--- src/rtl/arith_pkg.sv ---
// -----------------------------------------------------------------------------
// arith_pkg
// Shared definitions for the sequential divider.
//   div_state_e : FSM state encoding (IDLE, RUN, DONE)
//   DZ_QUOTIENT : quotient reported on divide-by-zero (all ones); slice the
//                 low WIDTH bits for the operand width in use
// -----------------------------------------------------------------------------
package arith_pkg;

    typedef enum logic [1:0] {
        IDLE = 2'd0,
        RUN  = 2'd1,
        DONE = 2'd2
    } div_state_e;

    localparam int unsigned MAX_WIDTH = 32;

    localparam logic [MAX_WIDTH-1:0] DZ_QUOTIENT = '1;

endpackage

--- src/rtl/div_sub_stage.sv ---
// -----------------------------------------------------------------------------
// div_sub_stage
// Unsigned subtractor diff = a - b built as a ripple of full-adder cells:
// a + ~b + 1. The final carry-out is 1 when no borrow occurred.
//   a      : minuend, W bits
//   b      : subtrahend, W bits
//   diff   : a - b modulo 2**W
//   borrow : 1 when b > a
// -----------------------------------------------------------------------------
module div_sub_stage #(
    parameter int W = 5
) (
    input  logic [W-1:0] a,
    input  logic [W-1:0] b,
    output logic [W-1:0] diff,
    output logic         borrow
);

    logic [W-1:0] b_inv;
    logic [W:0]   carry;

    assign b_inv    = ~b;
    assign carry[0] = 1'b1;

    for (genvar i = 0; i < W; i++) begin : g_fa
        assign diff[i]    = a[i] ^ b_inv[i] ^ carry[i];
        assign carry[i+1] = (a[i] & b_inv[i]) | (carry[i] & (a[i] ^ b_inv[i]));
    end

    assign borrow = ~carry[W];

endmodule

--- src/rtl/seq_div4bit.sv ---
// -----------------------------------------------------------------------------
// seq_div4bit
// Sequential restoring divider, one quotient bit per clock.
//   clk, rst_n   : clock, asynchronous active-low reset
//   start        : request pulse, only looked at while idle
//   dividend     : unsigned numerator, captured when start is accepted
//   divisor      : unsigned denominator, captured when start is accepted
//   busy         : high in RUN and DONE
//   done         : one-cycle pulse, results valid from this cycle onwards
//   quotient     : registered quotient (all ones on divide-by-zero)
//   remainder    : registered remainder (dividend on divide-by-zero)
//   div_by_zero  : registered flag, set with done when divisor was 0
//   state_dbg    : current FSM state, for observation only
//
// Handshake: start is accepted on a rising edge where busy=0 and start=1;
// operands are sampled on that same edge. Starts while busy=1 are dropped.
// done rises for exactly one cycle WIDTH+1 edges later (1 edge for divisor 0),
// and busy is already 0 in that cycle, so the next start may be presented
// alongside done.
// -----------------------------------------------------------------------------
module seq_div4bit
    import arith_pkg::*;
#(
    parameter int WIDTH = 4
) (
    input  logic             clk,
    input  logic             rst_n,
    input  logic             start,
    input  logic [WIDTH-1:0] dividend,
    input  logic [WIDTH-1:0] divisor,
    output logic             busy,
    output logic             done,
    output logic [WIDTH-1:0] quotient,
    output logic [WIDTH-1:0] remainder,
    output logic             div_by_zero,
    output logic [1:0]       state_dbg
);

    localparam int CW = (WIDTH > 1) ? $clog2(WIDTH) : 1;

    div_state_e     state;
    logic [WIDTH:0] r_reg;     // partial remainder
    logic [WIDTH-1:0] q_reg;   // dividend shifting out, quotient shifting in
    logic [WIDTH-1:0] d_reg;   // latched divisor
    logic [CW-1:0]  cnt;       // remaining RUN steps minus one
    logic           dz_reg;    // latched divisor==0

    logic [WIDTH:0] r_shift;
    logic [WIDTH:0] trial;
    logic           borrow;

    // Between steps R < D, so the top bit of R is always 0 and only the low
    // WIDTH bits feed the next shift.
    logic unused_r_msb;
    assign unused_r_msb = r_reg[WIDTH];

    assign r_shift = {r_reg[WIDTH-1:0], q_reg[WIDTH-1]};

    div_sub_stage #(
        .W (WIDTH + 1)
    ) u_sub (
        .a      (r_shift),
        .b      ({1'b0, d_reg}),
        .diff   (trial),
        .borrow (borrow)
    );

    assign busy      = (state != IDLE);
    assign state_dbg = state;

    always_ff @(posedge clk or negedge rst_n) begin
        if (!rst_n) begin
            state       <= IDLE;
            r_reg       <= '0;
            q_reg       <= '0;
            d_reg       <= '0;
            cnt         <= '0;
            dz_reg      <= 1'b0;
            done        <= 1'b0;
            quotient    <= '0;
            remainder   <= '0;
            div_by_zero <= 1'b0;
        end else begin
            done <= 1'b0;
            case (state)
                IDLE: begin
                    if (start) begin
                        q_reg  <= dividend;
                        d_reg  <= divisor;
                        r_reg  <= '0;
                        cnt    <= CW'(WIDTH - 1);
                        dz_reg <= (divisor == '0);
                        // A zero divisor skips the iteration entirely.
                        state  <= (divisor == '0) ? DONE : RUN;
                    end
                end
                RUN: begin
                    // Restore by simply not taking the trial when it borrows.
                    if (!borrow) begin
                        r_reg <= trial;
                        q_reg <= {q_reg[WIDTH-2:0], 1'b1};
                    end else begin
                        r_reg <= r_shift;
                        q_reg <= {q_reg[WIDTH-2:0], 1'b0};
                    end
                    cnt <= cnt - CW'(1);
                    if (cnt == '0) begin
                        state <= DONE;
                    end
                end
                DONE: begin
                    done        <= 1'b1;
                    div_by_zero <= dz_reg;
                    if (dz_reg) begin
                        // q_reg still holds the untouched dividend here.
                        quotient  <= DZ_QUOTIENT[WIDTH-1:0];
                        remainder <= q_reg;
                    end else begin
                        quotient  <= q_reg;
                        remainder <= r_reg[WIDTH-1:0];
                    end
                    state <= IDLE;
                end
                default: begin
                    state <= IDLE;
                end
            endcase
        end
    end

endmodule

--- config.mk ---
export PLATFORM = sky130hd
export DESIGN_NAME = seq_div4bit
export DESIGN_NICKNAME = d
export VERILOG_FILES = /design/src/rtl/arith_pkg.sv /design/src/rtl/div_sub_stage.sv /design/src/rtl/seq_div4bit.sv
export SDC_FILE = /design/constraint.sdc
export NUM_CORES = 1
export LEC_CHECK = 0
export CAP_MARGIN = 20
export CORE_ASPECT_RATIO = 0.8
export CORE_MARGIN = 8
export CORE_UTILIZATION = 51
export DETAILED_ROUTE_END_ITERATION = 10
export PLACE_DENSITY_LB_ADDON = 0.3
export SLEW_MARGIN = 30
export SYNTH_ARGS = -nofsm -noshare
export SYNTH_HDL_FRONTEND = slang
export SYNTH_HIERARCHICAL = 1
export SYNTH_SLANG_ARGS = --single-unit
--- constraint.sdc ---
create_clock -name clk -period 3.1 [get_ports clk]
set_input_delay 0.62 -clock clk [delete_from_list [all_inputs] [get_ports clk]]
set_output_delay 0.62 -clock clk [all_outputs]
set_load 0.02 [all_outputs]
==> flow_summary.toml <==
[clock_tree]
postCtsHoldBufs = 0
cts_tree = "yes"
clk_latency_ps = 320
clock_sinks = 27
cts_resized = 0
clock_path_buffers = 2
cts_made_buffers = 3
cts.htree.levels = 1
post_cts_buffers = 0
cts_root_buf = "clkbuf_4"
clk_pin_slew_ps = 130

[power_and_ir_drop]
p_int_w = 0.0009774
power_switching_w = 0.0006583
seq_power_share_pct = 39.7
power_frac_clock_pct = 8.9
combPwrFrac_pct = 51.4
ir_worst_vdd_mv = 0.4440
p_total_w = 0.001636
netSwitchingFraction_pct = 40.25
p_leak_nw = 0.7414
p_per_area_nw_per_um2 = 1019

[synthesis]
syn_area_per_cell_um2 = 11.25
yosys_warnings = 6
synthCells = 119
syn_area_um2 = 1339
syn_nets = 136

[global_routing]
antenna_found_initial = 0
grt.total_usage_pct = 11.70
grt_pass1_vias = 879
grt_pass1_wl_mm = 4.077
grt-ovfl-total = 0
grt_max_degree = 28

[route]
wl_mm = 2.515
drc = 0
vias_per_cell = 5.017
firstDrtPassIters = 4
drtAntennaViolNets = 0
drt_iter0_drc = 36
vias = 888
wl_per_cell_um = 14.21

[sta]
finalMaxSlewViolations = 0
fin_crit_ps = 2689
setup_tns_ps = 0
fin_crit_sh_pct = 86.76
finClkSkew_ps = 5.252
fmax_mhz = 371.8
rsz0062_at_grt = "false"
max_slew_margin_pct = 60.23
worst_pin_slew_ps = 595.9
hold_viol = 0
setup_viol = 0

[die]
dieArea_um2 = 4531
ios = 24
start_util_pct = 54.37
fp.coreArea_um2 = 2462
die_y_um = 61.83
dieWidth_um = 73.28
row_count = 16

[final_layout]
drive_above_1_share_pct = 10.64
fin_nets = 159
final_cell_mix = "dfrtp_1 (27), clkdlybuf4s50_1 (23), inv_1 (15)"
diodes = 0
syn2layout_area_growth_pct = 19.91
fin_util_pct = 65.19
layout_commonest_cell = "dfrtp_1"
fin_area_um2 = 1605

[status]
status = "finished, final reports clean"

[setup_path]
cp_slowest_stage_delay_ps = 520
path_class = "flip-flop to flip-flop"
cp.arrival_ps = 2880
worst_setup_path_end_kind = "flip-flop"
crit_slowest_cell = "fa_1"
critical_path.cell_chain = "inv_1 -> ha_1 -> inv_1 -> fa_1 -> inv_1 -> fa_1 -> fa_1 -> fa_1 -> mux2i_1 -> o22ai_1"
required_ps = 3290
cp-start-kind = "flip-flop"
crit_top_cell = "fa_1"
path_max_fanout = 5

[place]
io_buffers = 23
hpwl_mm = 1.929
place_congestion = 0.7754
placed_cell_area_um2 = 1579

[flow_run]
drv_cap = 0

[worst_hold_path]
hp-class = "flip-flop to flip-flop"
==> power by group through the flow <==
stage / Clock, W / Sequential [W] / Combinational, W
after floorplan: 0 / 0.000694 / 0.000542
after global placement: 0 / 0.000651 / 0.000821
after detailed placement: 0 / 0.000660 / 0.000850
after CTS: 0.000152 / 0.000651 / 0.000854
after global routing: 0.000164 / 0.000671 / 0.000946
final: 0.000146 / 0.000650 / 0.000840
==> worst paths after layout <==
path	start	end	slack, ps	depth (start not counted)
hold reg to reg	remainder[1]$_DFFE_PN0P_	remainder[1]$_DFFE_PN0P_	490	2
setup / recovery	q_reg[3]$_DFFE_PN0P_	r_reg[0]$_DFFE_PN0P_	410	10
hold / removal	remainder[1]$_DFFE_PN0P_	remainder[1]$_DFFE_PN0P_	490	2
setup reg to reg	q_reg[3]$_DFFE_PN0P_	r_reg[0]$_DFFE_PN0P_	410	10
min in group asynchronous	rst_n	r_reg[2]$_DFFE_PN0P_	660	2
max in group asynchronous	rst_n	remainder[1]$_DFFE_PN0P_	2180	2
==> final cells by class <==
cell class,instances,area (µm²)
clock buffer,4,26.28
sequential,27,675.6
multi-input combinational,71,564.3
timing repair buffer,24,237.7
inverter,15,56.30
fill,203,857.1
tap,36,45.04
==> layer usage <==
| metal | track usage (%) | share of wire (%) |
|---|---|---|
| met3 | 4.487 | 6.2 |
| met5 | 0 | 0 |
| met1 | 13.71 | 45 |
| met2 | 20.08 | 48 |
| met4 | 2.557 | 0.48 |
==> through the flow <==
stage | setup WS (ps) | hold slack, ps | instances
after floorplan | 624.4 | 324.4 | 119
after global placement | 529.5 | 461.6 | 173
after detailed placement | 426.1 | 469.4 | 173
after CTS | 401.8 | 499.5 | 177
after global routing | 257.4 | 531.4 | 177
final | 410.6 | 493.1 | 177
==> critical path, delay by kind of cell, from the launching register on <==
family                     cells  cell delay [ps]
buffers and inverters          3              170
DFF                            1              440
AOI/OAI and AO/OA              1               90
muxes                          1              220
adders and majority gates      5             1650
Note: power is estimated with default switching activity, not from simulation.
==> RTL edit 1: new RTL, config.mk and constraints unchanged <==
Add an input register stage for `start`, `dividend` and `divisor`; this delays them by one clock. Comments in the files are not updated.
--- a/src/rtl/seq_div4bit.sv
+++ b/src/rtl/seq_div4bit.sv
@@ -37,6 +37,16 @@
 );
 
     localparam int CW = (WIDTH > 1) ? $clog2(WIDTH) : 1;
+
+    logic start_q;
+    logic [WIDTH-1:0] dividend_q;
+    logic [WIDTH-1:0] divisor_q;
+
+    always_ff @(posedge clk) begin
+        start_q    <= start;
+        dividend_q <= dividend;
+        divisor_q  <= divisor;
+    end
 
     div_state_e     state;
     logic [WIDTH:0] r_reg;     // partial remainder
@@ -84,14 +94,14 @@
             done <= 1'b0;
             case (state)
                 IDLE: begin
-                    if (start) begin
-                        q_reg  <= dividend;
-                        d_reg  <= divisor;
+                    if (start_q) begin
+                        q_reg  <= dividend_q;
+                        d_reg  <= divisor_q;
                         r_reg  <= '0;
                         cnt    <= CW'(WIDTH - 1);
-                        dz_reg <= (divisor == '0);
+                        dz_reg <= (divisor_q == '0);
                         // A zero divisor skips the iteration entirely.
-                        state  <= (divisor == '0) ? DONE : RUN;
+                        state  <= (divisor_q == '0) ? DONE : RUN;
                     end
                 end
                 RUN: begin
Function: changed (a bounded check fails within 4 cycles, from zero or initial values and one cycle with rst_n low).
==> RTL edit 1 against the original RTL <==
Fmax hardly changed; design area up 15%; worst setup slack got worse by 0.0013 ns; synthesized area rose by 13%; power up 22%; sequential cell count grew 9; first-iteration DRC count grew 120%; combinational power grew 3.9%; largest cell class unchanged; routed wire length is 11% higher.
==> RTL edit 1: results (changes against the original RTL) <==
Layout
  • Fill cells: 234 (+15%)
  • Diodes inserted: 0 (unchanged)
  • Nets: 170 (+6.9%)
  • Share of cells above drive strength 1: 11.7% (+1.1 points)

Clocking
  • Clk root buf: clkbuf_8
  • Post_cts resized: 0 (unchanged)
  • Post-CTS setup buffer count: 0 (unchanged)
  • Worst-case clock buffer depth: 2 (unchanged)
  • Reg clk slew, reported paths: 0.06 ns (-0.07 ns)
  • CTS Buf Count: 5 (+2)
  • Clock latency on the worst-skew pair: 0.28 ns (-0.04 ns)
  • CTS H-tree depth: 2 (+1)

Status
  • Outcome: completed

Worst setup path
  • Largest fanout on the critical path: 5 (unchanged)
  • CP arrival: 2.82 ns (-0.06 ns)
  • Worst r2r path cells: 10 (unchanged)

Min path
  • Worst hold path type: reg2reg
  • Worst Hold Depth: 2 (unchanged)

Placement
  • Gpl congestion: 0.842 (+8.6%)
  • Area after DPL: 1760 µm² (+12%)
  • Port-buffer cells: 23 (unchanged)
  • Hpwl dp: 2120 µm (+9.8%)

Global routing
  • Vias in the first global route: 986 (+12%)
  • First-pass GRT wire length: 4810 µm (+18%)
  • Largest net degree at the start of global routing: 28 (unchanged)
  • Initial antenna violation count: 0 (unchanged)
  • Aggregate global-route resource usage: 12.4% (+0.67 points)

Detailed routing
  • Drt first pass iters: 4 (unchanged)
  • DRT iter0 DRCs: 79 (+120%)
  • Per-cell routed wire length: 14.6 µm (+2.4%)
  • DR vias: 954 (+7.4%)

Pwr
  • Cell Int Power: 1.25 mW (+28%)
  • VDD IR-drop max: 0.000639 V (+44%)
  • P_leak: 0.848 nW (+14%)

Synthesis
  • Yosys warns: 6 (unchanged)
  • Syn nets: 145 (+6.6%)

STA
  • Setup TNS: 0 ns (unchanged)
  • Worst Skew: 0.00250 ns (-0.00276 ns)
  • Worst slew pin tran: 0.675 ns (+0.0788 ns)
## RTL edit 1: cell count changes in the layout (fill, tap and decap cells not counted), sizes merged
cell / change
dfxtp: +9
clkbuf: +4
## RTL edit 1: stage by stage
step / cells / setup WS [ns] / hold WS, ns / util (%)
after floorplan: 128 / 0.624 / 0.324 / -
after global placement: 184 / 0.537 / 0.460 / 62.7
after detailed placement: 184 / 0.406 / 0.471 / 62.7
after CTS: 192 / 0.412 / 0.486 / 66.0
after global routing: 192 / 0.260 / 0.510 / 66.0
final: 192 / 0.409 / 0.475 / 66.0
## RTL edit 1: path summary, 6_finish.rpt
kind	slack, ns	start	endpoint
max in group asynchronous	2.14	rst_n	dz_reg$_DFFE_PN0P_
min in group asynchronous	0.71	rst_n	q_reg[1]$_DFFE_PN0P_
min reg2reg	0.47	remainder[3]$_DFFE_PN0P_	remainder[3]$_DFFE_PN0P_
max reg2reg	0.41	q_reg[3]$_DFFE_PN0P_	r_reg[3]$_DFFE_PN0P_
max	0.41	q_reg[3]$_DFFE_PN0P_	r_reg[3]$_DFFE_PN0P_
min	0.47	remainder[3]$_DFFE_PN0P_	remainder[3]$_DFFE_PN0P_
## RTL edit 1: cell type report
cell class / instances / area [µm²] / share of cell area [%]
Timing Repair Buffer: 24 / 238 / 12.8
Tap cell: 38 / 47.5 / 2.57
Clock buffer: 8 / 90.1 / 4.86
Sequential cell: 36 / 856 / 46.2
Inverter: 15 / 56.3 / 3.04
Multi-Input combinational cell: 71 / 564 / 30.5
## RTL edit 1: power by group through the flow
stage / registers (mW) / logic, mW / clock network (mW)
finish: 0.788 / 0.873 / 0.327
global route: 0.816 / 0.981 / 0.358
CTS: 0.792 / 0.887 / 0.339
detailed placement: 0.799 / 0.880 / 0
global placement: 0.789 / 0.849 / 0
floorplan: 0.836 / 0.545 / 0
## RTL edit 1: routing by layer
metal | track usage [%] | routed length, µm | up-vias
li1 | - | - | 471
met1 | 14.8 | 1300 | 456
met2 | 18.5 | 1270 | 21
met3 | 6.34 | 174 | 6
met4 | 4.93 | 45 | 0
met5 | 0 | 0 | -
## RTL edit 1: worst max-delay path, cell delays in order, from the launching register on
cell     delay [ns]
dfrtp_1        0.43
inv_1          0.07
ha_1           0.19
inv_1          0.06
fa_1           0.16
inv_1          0.05
fa_1           0.37
fa_1           0.39
fa_1           0.52
mux2i_1        0.21
o22ai_1        0.09
==> RTL edit 2: new RTL, config.mk and constraints unchanged <==
Without the edit above. The parameter `WIDTH` goes from 4 to 16.
--- a/src/rtl/seq_div4bit.sv
+++ b/src/rtl/seq_div4bit.sv
@@ -21,7 +21,7 @@
 module seq_div4bit
     import arith_pkg::*;
 #(
-    parameter int WIDTH = 4
+    parameter int WIDTH = 16
 ) (
     input  logic             clk,
     input  logic             rst_n,
Ports: changed (resized dividend, divisor, quotient and remainder); port bits go from 24 to 72. No check against the original RTL was run, so the function may have changed too.
==> RTL edit 2 against the original RTL <==
The run now ends with setup timing left; routed wire length grew to 4.1 times the old value; synthesized area increased to 3.3 times the old value; sequential cell count is 62 higher; first-iteration DRC count grew to 4.2 times the old value; design area rose to 3.5 times the old value; core utilization is 2.3 points higher; count of clock-buffer cells in the layout up 5; worst setup slack worse by 4.1 ns; power increased to 3.6 times the old value; synthesized cell count grew to 3.5 times the old value; sequential power rose to 3.1 times the old value; critical endpoint is now r_reg[2]$_DFFE_PN0P_.
==> RTL edit 2: results (changes against the original RTL) <==
Pwr
  • Comb power: 2.93 mW (+250%)
  • VDD IR-drop max: 0.000641 V (+44%)
  • Register share of total power: 34.7% (-5.0 points)
  • P_leak: 2.53 nW (+240%)
  • NetSw: 2.27 mW (+250%)
  • Clock power share: 15.4% (+6.5 points)
  • Pwr/cell area: 1040 nW/µm² (+1.7%)

Placement
  • Placed Cells: 597 (+250%)
  • Area after DPL: 5360 µm² (+240%)
  • Setup Slack @ Placement: -3.64 ns (-4.06 ns)
  • Gpl congestion: 0.799 (+3.0%)
  • Hpwl dp: 7350 µm (+280%)

Layout
  • Layout Cells excl Fill: 618 (+250%)
  • Nets: 554 (+250%)
  • Share of cells above drive strength 1: 18.4% (+7.7 points)
  • Fill cells: 645 (+220%)

Clocking
  • Clk root buf: clkbuf_8
  • Clock latency on the worst-skew pair: 0.36 ns (+0.04 ns)
  • CTS Hold Bufs: 0 (unchanged)
  • CTS H-tree depth: 3 (+2)
  • Post-CTS setup buffer count: 3 (+3)
  • Reg clk slew, reported paths: 0.09 ns (-0.04 ns)
  • CTS Buf Count: 9 (+6)
  • Post_cts resized: 6 (+6)

Worst setup path
  • Slowest-stage cell, CP: fa_2
  • Largest fanout on the critical path: 16 (+11)
  • Largest stage delay on the critical path: 0.38 ns (-0.14 ns)
  • Crit path from: q_reg[15]$_DFFE_PN0P_
  • Worst r2r path cells: 23 (+13)

STA
  • Worst Skew: 0.00821 ns (+0.00295 ns)
  • Worst Setup Slack, final: -3.67 ns (-4.08 ns)
  • Setup TNS: -61.86 ns (-61.86 ns)
  • Final setup violation count: 17 (+17)
  • Worst slew pin tran: 0.859 ns (+0.263 ns)

Global routing
  • Met1 GRT Util: 22.7% (+9.0 points)
  • Vias in the first global route: 3390 (+290%)
  • Met2 Track Usage GR: 29.2% (+9.1 points)
  • First-pass GRT wire length: 17000 µm (+320%)
  • Largest net degree at the start of global routing: 43 (+54%)
  • Met3 Use GR: 5.14% (+0.66 points)

Detailed routing
  • Met3 routed WL: 510 µm (+230%)
  • Highest Signal Layer: met4
  • DRT iter0 DRCs: 151 (+320%)
  • Drt first pass iters: 6 (+2)
  • Met2 Wirelength: 5110 µm (+320%)
  • DR vias: 3221 (+260%)
  • Met1 WL: 4630 µm (+310%)
  • Final WL: 10400 µm (+310%)

Synthesis
  • Post-synthesis cell count: 411 (+250%)
  • Syn nets: 464 (+240%)
  • Yosys warns: 6 (unchanged)

Status
  • Failing checks: setup timing
  • Outcome: finished, violations left

Min path
  • Worst hold path type: in2async
==> RTL edit 2: worst register-to-register path, delay by kind of cell, from the launching register on <==
family	cells	cell delay, ns
AOI/OAI and AO/OA	1	0.14
adders and majority gates	17	5.64
buffers and inverters	4	0.34
DFF	1	0.36
muxes	1	0.20
==> RTL edit 2: worst paths after layout <==
check                                          end  slack [ns]
setup / recovery              r_reg[2]$_DFFE_PN0P_       -3.67
hold / removal               d_reg[11]$_DFFE_PN0P_        0.24
setup reg to reg              r_reg[2]$_DFFE_PN0P_       -3.67
hold reg to reg            quotient[5]$_DFFE_PN0P_        0.49
max in group asynchronous    r_reg[15]$_DFFE_PN0P_        2.10
min in group clk           quotient[5]$_DFFE_PN0P_        0.49
==> RTL edit 2: final cells by class <==
type	count	area share, %
repair buffers	104	17.1
inverters	39	2.58
well taps	112	2.47
clock buffers	9	2.18
clock inverters	7	1.79
multi-input cells	258	34.7
flip-flops and latches	89	39.3
